===== config.mk =====
export PLATFORM = sky130hd
export DESIGN_NAME = uart_hex_printer
export DESIGN_NICKNAME = d
export VERILOG_FILES = /design/src/rtl/uart_pkg.sv /design/src/rtl/hex_nibble_to_ascii.sv /design/src/rtl/uart_hex_printer.sv
export SDC_FILE = /design/constraint.sdc
export NUM_CORES = 1
export LEC_CHECK = 0
export BUFFER_PORTS_ARGS = -buffer_cell sky130_fd_sc_hd__buf_2
export CORE_MARGIN = 3
export CORE_UTILIZATION = 60
export DETAILED_ROUTE_END_ITERATION = 10
export PLACE_DENSITY = 0.85
export SYNTH_ARGS = -nofsm -noshare
export SYNTH_HDL_FRONTEND = slang
export SYNTH_SLANG_ARGS = --single-unit

===== constraint.sdc =====
create_clock -name clk_i -period 7.51 [get_ports clk_i]
set_input_delay 0.3755 -clock clk_i [delete_from_list [all_inputs] [get_ports clk_i]]
set_output_delay 0.3755 -clock clk_i [all_outputs]
set_load 0.1 [all_outputs]

===== src/rtl/uart_pkg.sv =====
// rtl/uart_pkg.sv - ASCII constants and FSM encoding shared by the hex line printer
package uart_pkg;

  localparam logic [7:0] CHAR_0  = 8'h30;
  localparam logic [7:0] CHAR_A  = 8'h41;
  localparam logic [7:0] CHAR_X  = 8'h78;
  localparam logic [7:0] CHAR_CR = 8'h0D;
  localparam logic [7:0] CHAR_LF = 8'h0A;

  typedef enum logic [1:0] {
    IDLE = 2'd0,
    SEND = 2'd1,
    GAP  = 2'd2
  } state_t;

endpackage


===== src/rtl/hex_nibble_to_ascii.sv =====
// rtl/hex_nibble_to_ascii.sv - one hex nibble to its uppercase ASCII digit
module hex_nibble_to_ascii
  import uart_pkg::*;
(
  input  logic [3:0] nibble,
  output logic [7:0] ascii
);

  always_comb begin
    if (nibble < 4'd10) ascii = CHAR_0 + {4'b0000, nibble};
    else                ascii = CHAR_A + {4'b0000, nibble} - 8'd10;
  end

endmodule


===== src/rtl/uart_hex_printer.sv =====
// rtl/uart_hex_printer.sv - streams a latched value as "0x<hex>\r\n" into a uart_tx byte port
module uart_hex_printer
  import uart_pkg::*;
#(
  parameter int DATA_WIDTH = 64,
  parameter bit PREFIX_EN  = 1'b1,
  parameter bit NEWLINE_EN = 1'b1
) (
  input  logic                  clk_i,
  input  logic                  rst_i,
  input  logic [DATA_WIDTH-1:0] value_i,
  input  logic                  print_i,
  output logic                  busy_o,
  output logic                  done_o,
  output logic [7:0]            tx_data_o,
  output logic                  tx_data_valid_o,
  input  logic                  tx_data_ready_i
);

  localparam int NDIG    = DATA_WIDTH / 4;
  localparam int PFX_LEN = PREFIX_EN ? 2 : 0;
  localparam int N       = PFX_LEN + NDIG + (NEWLINE_EN ? 2 : 0);
  localparam int IDX_W   = (N > 1) ? $clog2(N) : 1;
  localparam logic [31:0] DIG_END = 32'(PFX_LEN + NDIG);
  localparam logic [31:0] LAST    = 32'(N - 1);

  state_t                  state_q, state_d;
  logic [IDX_W-1:0]        idx_q;
  logic [DATA_WIDTH-1:0]   hold_q;
  logic [DATA_WIDTH-1:0]   src;
  logic [31:0]             pos;
  logic [31:0]             digit;
  logic [3:0]              nibble;
  logic [7:0]              digit_char;
  logic [7:0]              next_char;
  logic                    accept;
  logic                    advance;
  logic                    finish;

  // In IDLE the mux looks at value_i directly so char[0] is ready on the accepting edge.
  assign src   = (state_q == IDLE) ? value_i : hold_q;
  assign pos   = (state_q == IDLE) ? 32'd0 : 32'(idx_q);
  assign digit = pos - 32'(PFX_LEN);

  always_comb begin
    nibble = 4'h0;
    for (int k = 0; k < NDIG; k++) begin
      if (digit == 32'(k)) nibble = src[DATA_WIDTH-1-4*k -: 4];
    end
  end

  hex_nibble_to_ascii u_hex (
    .nibble (nibble),
    .ascii  (digit_char)
  );

  always_comb begin
    if (PREFIX_EN && pos == 32'd0)      next_char = CHAR_0;
    else if (PREFIX_EN && pos == 32'd1) next_char = CHAR_X;
    else if (pos < DIG_END)             next_char = digit_char;
    else if (pos == DIG_END)            next_char = CHAR_CR;
    else                                next_char = CHAR_LF;
  end

  always_ff @(posedge clk_i or posedge rst_i) begin
    if (rst_i) state_q <= IDLE;
    else       state_q <= state_d;
  end

  always_comb begin
    state_d = state_q;
    accept  = 1'b0;
    advance = 1'b0;
    finish  = 1'b0;
    case (state_q)
      IDLE: begin
        if (print_i) begin
          accept  = 1'b1;
          state_d = SEND;
        end
      end
      SEND: begin
        if (tx_data_ready_i) begin
          if (32'(idx_q) == LAST) begin
            finish  = 1'b1;
            state_d = IDLE;
          end else begin
            advance = 1'b1;
            state_d = GAP;
          end
        end
      end
      GAP:     state_d = SEND;
      default: state_d = IDLE;
    endcase
  end

  assign busy_o          = (state_q != IDLE);
  assign tx_data_valid_o = (state_q == SEND);

  // The character register only loads on entry to SEND, so data holds under backpressure.
  always_ff @(posedge clk_i or posedge rst_i) begin
    if (rst_i) begin
      idx_q     <= '0;
      hold_q    <= '0;
      tx_data_o <= 8'h00;
      done_o    <= 1'b0;
    end else begin
      done_o <= finish;
      if (accept) begin
        hold_q <= value_i;
        idx_q  <= '0;
      end else if (advance) begin
        idx_q <= idx_q + 1'b1;
      end
      if (accept || state_q == GAP) tx_data_o <= next_char;
    end
  end

endmodule


== Word-level counts from Yosys, hierarchy flattened ==
Index checks and enable logic that the tools add are counted.
W data, S select, Z words.

* Input bits: 68
* Bits in registers: 80
* Logic and storage cells: 78

* Equal/unequal tests: 22
* Muxes and demuxes: 37
* Reduce and logical (&&, ||, !) cells: 7
* Magnitude comparators: 2
* Add/sub/neg operators: 5

{| class="wikitable"
|+ Operator list
! kind !! number
|-
| $eq A32 B4 Y1 const B || 8
|-
| $eq A32 B3 Y1 const B || 4
|-
| $eq A32 B2 Y1 const B || 2
|-
| $logic_not A32 Y1 || 2
|-
| $mux W4 || 16
|-
| $mux W64 || 1
|-
| $eq A32 B1 Y1 const B || 1
|-
| $mux W8 || 4
|-
| $mux W5 || 3
|-
| $eq A5 B5 Y1 const B || 2
|-
| $add A7 B4 Y8 const A || 1
|-
| $mux W1 || 8
|-
| $sub A8 B4 Y8 const B || 1
|-
| $add A6 B4 Y7 const A || 1
|-
| $mux W2 || 3
|-
| $pmux W2 S3 || 1
|-
| $sub A5 B2 Y6 const B || 1
|-
| $add A5 B1 Y5 const B || 1
|-
| $eq A5 B1 Y1 const B || 1
|-
| $lt A5 B5 Y1 const B || 1
|-
| $lt A4 B4 Y1 const B || 1
|-
| $reduce_bool A2 Y1 || 2
|-
| $mux W3 || 1
|-
| $eq A2 B1 Y1 const B || 1
|-
| other kinds (6) || 6
|}

== Longest topological paths before layout ==
* Word-level depth: 26
* Depth in mapped cells: 16
* Gate-level depth less buffers: 12

== Cells and area by module ==
A second synthesis with hierarchy kept.

* Cell total of the unflattened synthesis: 419
* Area, all modules: 4545.6 um^2

{| class="wikitable"
|+ Modules (own cells, without submodules)
! module !! times used !! cells an instance !! area an instance (um^2)
|-
| uart_hex_printer || 1 || 403 || 4440.5
|-
| hex_nibble_to_ascii || 1 || 16 || 105.1
|}

== Worst setup path after synthesis ==
OpenSTA, ideal clock, no wires.

* Kind: register to register
* From: register state_q[1]
* To: register tx_data_o[6]
* Cell stages (with the launch flop): 11
* Required time: 7.384 ns
* Path slack: 4.395 ns
* Arrival time: 2.989 ns
* Path buffers: 0
* Cell sequence: dfrtp_1 -> nor2_2 -> clkinv_1 -> and4_1 -> o21ai_0 -> o2111ai_1 -> o22ai_2 -> ha_1 -> o21a_1 -> nor2_1 -> a221o_1

* Word-level cells in the longest chain between the ends: 26

{| class="wikitable"
|+ RTL lines
! what !! line !! RTL
|-
| start, declared || uart_hex_printer.sv:27 || <nowiki>state_t state_q, state_d;</nowiki>
|-
| start signal, assigned || uart_hex_printer.sv:67 || <nowiki>else state_q <= state_d;</nowiki>
|-
| $logic_not A2 Y1 || uart_hex_printer.sv:41, uart_hex_printer.sv:42, uart_hex_printer.sv:75 ||
|-
| $mux W5 || uart_hex_printer.sv:42 || <nowiki>assign pos = (state_q == IDLE) ? 32'd0 : 32'(idx_q);</nowiki>
|-
| $sub A5 B2 Y6 || uart_hex_printer.sv:43 || <nowiki>assign digit = pos - 32'(PFX_LEN);</nowiki>
|-
| $logic_not A32 Y1 || uart_hex_printer.sv:48 || <nowiki>if (digit == 32'(k)) nibble = src[DATA_WIDTH-1-4*k -: 4];</nowiki>
|-
| $mux W4 (16 in a row) || uart_hex_printer.sv:48 ||
|-
| $add A7 B4 Y8 || hex_nibble_to_ascii.sv:11 || <nowiki>else ascii = CHAR_A + {4'b0000, nibble} - 8'd10;</nowiki>
|-
| $sub A8 B4 Y8 || hex_nibble_to_ascii.sv:11 ||
|-
| $mux W8 || hex_nibble_to_ascii.sv:10 || <nowiki>if (nibble < 4'd10) ascii = CHAR_0 + {4'b0000, nibble};</nowiki>
|-
| $mux W8 || uart_hex_printer.sv:60 || <nowiki>else if (pos < DIG_END) next_char = digit_char;</nowiki>
|-
| $mux W8 || uart_hex_printer.sv:59 || <nowiki>else if (PREFIX_EN && pos == 32'd1) next_char = CHAR_X;</nowiki>
|-
| $mux W8 || uart_hex_printer.sv:58 || <nowiki>if (PREFIX_EN && pos == 32'd0) next_char = CHAR_0;</nowiki>
|-
| end signal, assigned || uart_hex_printer.sv:116 || <nowiki>if (accept || state_q == GAP) tx_data_o <= next_char;</nowiki>
|-
| end, declared || uart_hex_printer.sv:15 || <nowiki>output logic [7:0] tx_data_o,</nowiki>
|}

Several ways; a longest one is shown, not always the timed one.
A chain may end at the register's enable or synchronous reset.

== Worst setup path after layout ==
* From: register state_q[0]
* To: register tx_data_o[2]

The elaborated chain is that of the path after synthesis.

==> out/metrics.cfg <==
[outcome]
outcome=completed

[placed_design]
gp_congestion=0.969
place_hpwl_um=7230
place_area_um2=4710
port_buffers=77

[synthesis]
synth.yosys.warnings=0
synth_area_um2=4360
yosysUniqueCellTypes=78
synth_largest_area_cell=dfrtp_1
yosysTopAreaCellShare_pct=45.4
synth.area.top_cells=dfrtp_1, mux2_2, o21ai_0
syn-num-nets=479
synth_ff_type=dfrtp_1
synth_edf_count=0
postSynthCellCount=409
ys_ff_latch=79
syn_avg_cell_area_um2=10.7
synthArstFlopShare_pct=100
synth.most_common_cell=dfrtp_1
yosys-top-cells-count=dfrtp_1, mux2_2, nand2_1
seq_area_frac_synth_pct=45.4

[clock_tree]
post_cts_resized=0
cts_tree=yes
worstSkewPairLatency_ps=360
hold_buffers=0
path_clk_slew_ps=80
cts_made_buffers=9
cts_root_buffer=clkbuf_8
post_cts_buffers=0
cts_sinks=79
cts_buffer_depth=2
htree_num_levels=3

[worst_setup_path]
cp_data_arrival_time_ps=3740
startpoint_type=flip-flop
crit_fanout=22
path_class=reg2reg
end_kind=flip-flop
worstPathRequired_ps=7770

[sta]
hold_viol_final=0
setup_viol=0
maxSlewHeadroom_pct=36.8
fmax_ghz=0.288
tns_ps=0
slew_violations=0
worstMarginPinSlew_ps=948
fin_crit_ps=3480
rsz0062_at_grt=no
fin_skew_ps=9.31
period_share_pct=46.3

[pwr]
irDropWorstVdd_mv=0.266
power_density_nw_per_um2=360
p_leak_nw=2.09

[worst_hold_path]
min_path_type=in2reg

[detailed_routing]
num_vias=3484
routed_wl_um=9980
avgRoutedWirePerCell_um=17.5
drc_errors=0
drt_pass1_iterations=5
ant_nets=0
drt_iter0_drc=457
via_per_inst=6.12

[die]
die_h_um=91.2
die-area_um2=8320
io-pin-count=79
start_util_pct=63.1
die_w_um=91.2
core_area_um2=6910
rows=30

[finish]
num_antenna_cells=0
drive_gt1_share_pct=36.4
syn_to_final_growth_pct=12.8
fillers=548
fin_nets=538
final_cell_area_um2=4920

[global_routing]
grt-ovfl-total=0
antenna_found_initial=0
grt_pass1_wl_um=16900
grt_max_degree=80
grt_usage_pct=25.4
grt_pass1_vias=3369

[run]
cap_violations=0

layer usage:
metal,vias to the layer above,track usage (%),part of all wire [%]
li1,1629,-,-
met1,1671,35.8,45
met2,156,38.8,46
met3,28,5.88,7.0
met4,0,8.67,2.2
met5,-,0,0
cell type report:
| class | count | area [um^2] | area share, % |
|---|---|---|---|
| sequential | 79 | 1980 | 40.2 |
| clock inverter | 6 | 65.1 | 1.32 |
| tap | 96 | 120 | 2.44 |
| clock buffer | 10 | 138 | 2.80 |
| multi-input combinational | 285 | 2160 | 43.9 |
| inverter | 13 | 48.8 | 0.992 |
| timing repair buffer | 80 | 408 | 8.30 |
state kept, by name, indices dropped and copies added (netlist names):
register,cells
idx_q,5
done_o,1
tx_data_o,7
state_q,2
hold_q,64
power breakdown:
group	internal, mW	switching, mW	total [mW]
clock	0.164	0.158	0.322
sequential	0.612	0.145	0.758
combinational	0.290	0.398	0.688
total	1.07	0.702	1.77
through the flow:
| stage | power [mW] | setup slack [ps] | instances | util (%) | hold slack (ps) |
|---|---|---|---|---|---|
| final | 1.77 | 4030 | 569 | 71.2 | 215 |
| after global placement | 1.42 | 4300 | 553 | 68.3 | 450 |
| after global routing | 1.88 | 3820 | 569 | 71.2 | 229 |
| after detailed placement | 1.45 | 4170 | 553 | 68.3 | 455 |
| after CTS | 1.77 | 4140 | 569 | 71.2 | 213 |
| after floorplan | 1.29 | 4400 | 409 | - | 472 |
logic make-up after synthesis:
logic type | Yosys count | share of synthesized area (%)
AND/OR/NAND/NOR | 112 | 14.6
AO/OA/AOI/OAI | 101 | 16.9
flip-flops | 79 | 45.4
multiplexers | 64 | 16.3
buffers and inverters | 45 | 5.11
XOR/XNOR | 5 | 1.00
adder cells (fa/ha/maj) | 2 | 0.574
other | 1 | 0.0860
critical path, cell delays in order, from the launching register on:
cell,delay [ps]
dfrtp_1,460
nor2_2,730
clkinv_1,480
nand2_1,300
o31ai_1,110
o211ai_1,210
a21oi_1,100
nor2_1,190
inv_1,70
ha_1,220
nor2b_1,140
o211a_1,210
o31ai_2,160
worst paths after layout:
| path | depth (start not counted) | slack [ps] | to | start |
|---|---|---|---|---|
| min in group asynchronous | 3 | 300 | hold_q[51]$_DFFE_PP0P_ | rst_i |
| setup reg to reg | 12 | 4030 | tx_data_o[2]$_DFFE_PP0P_ | state_q[0]$_DFFE_PP0P_ |
| hold / removal | 3 | 220 | hold_q[40]$_DFFE_PP0P_ | value_i[40] |
| setup / recovery | 12 | 4030 | tx_data_o[2]$_DFFE_PP0P_ | state_q[0]$_DFFE_PP0P_ |
| hold reg to reg | 2 | 470 | tx_data_o[1]$_DFFE_PP0P_ | tx_data_o[1]$_DFFE_PP0P_ |
| max in group asynchronous | 3 | 6610 | hold_q[27]$_DFFE_PP0P_ | rst_i |
cell usage in the layout, fill, tap and decap left out, drive strengths merged, types with 7 or more instances in the layout:
cell type  synthesis  layout
a21oi             14      14
buf               27      80
clkbuf             5      10
dfrtp             79      79
inv               12      14
mux2              57      57
mux2i              7       7
nand2             30      30
nor2              22      22
nor3              10      10
o21ai             23      23
o22ai              7       7
(Power assumes the default switching activity.)
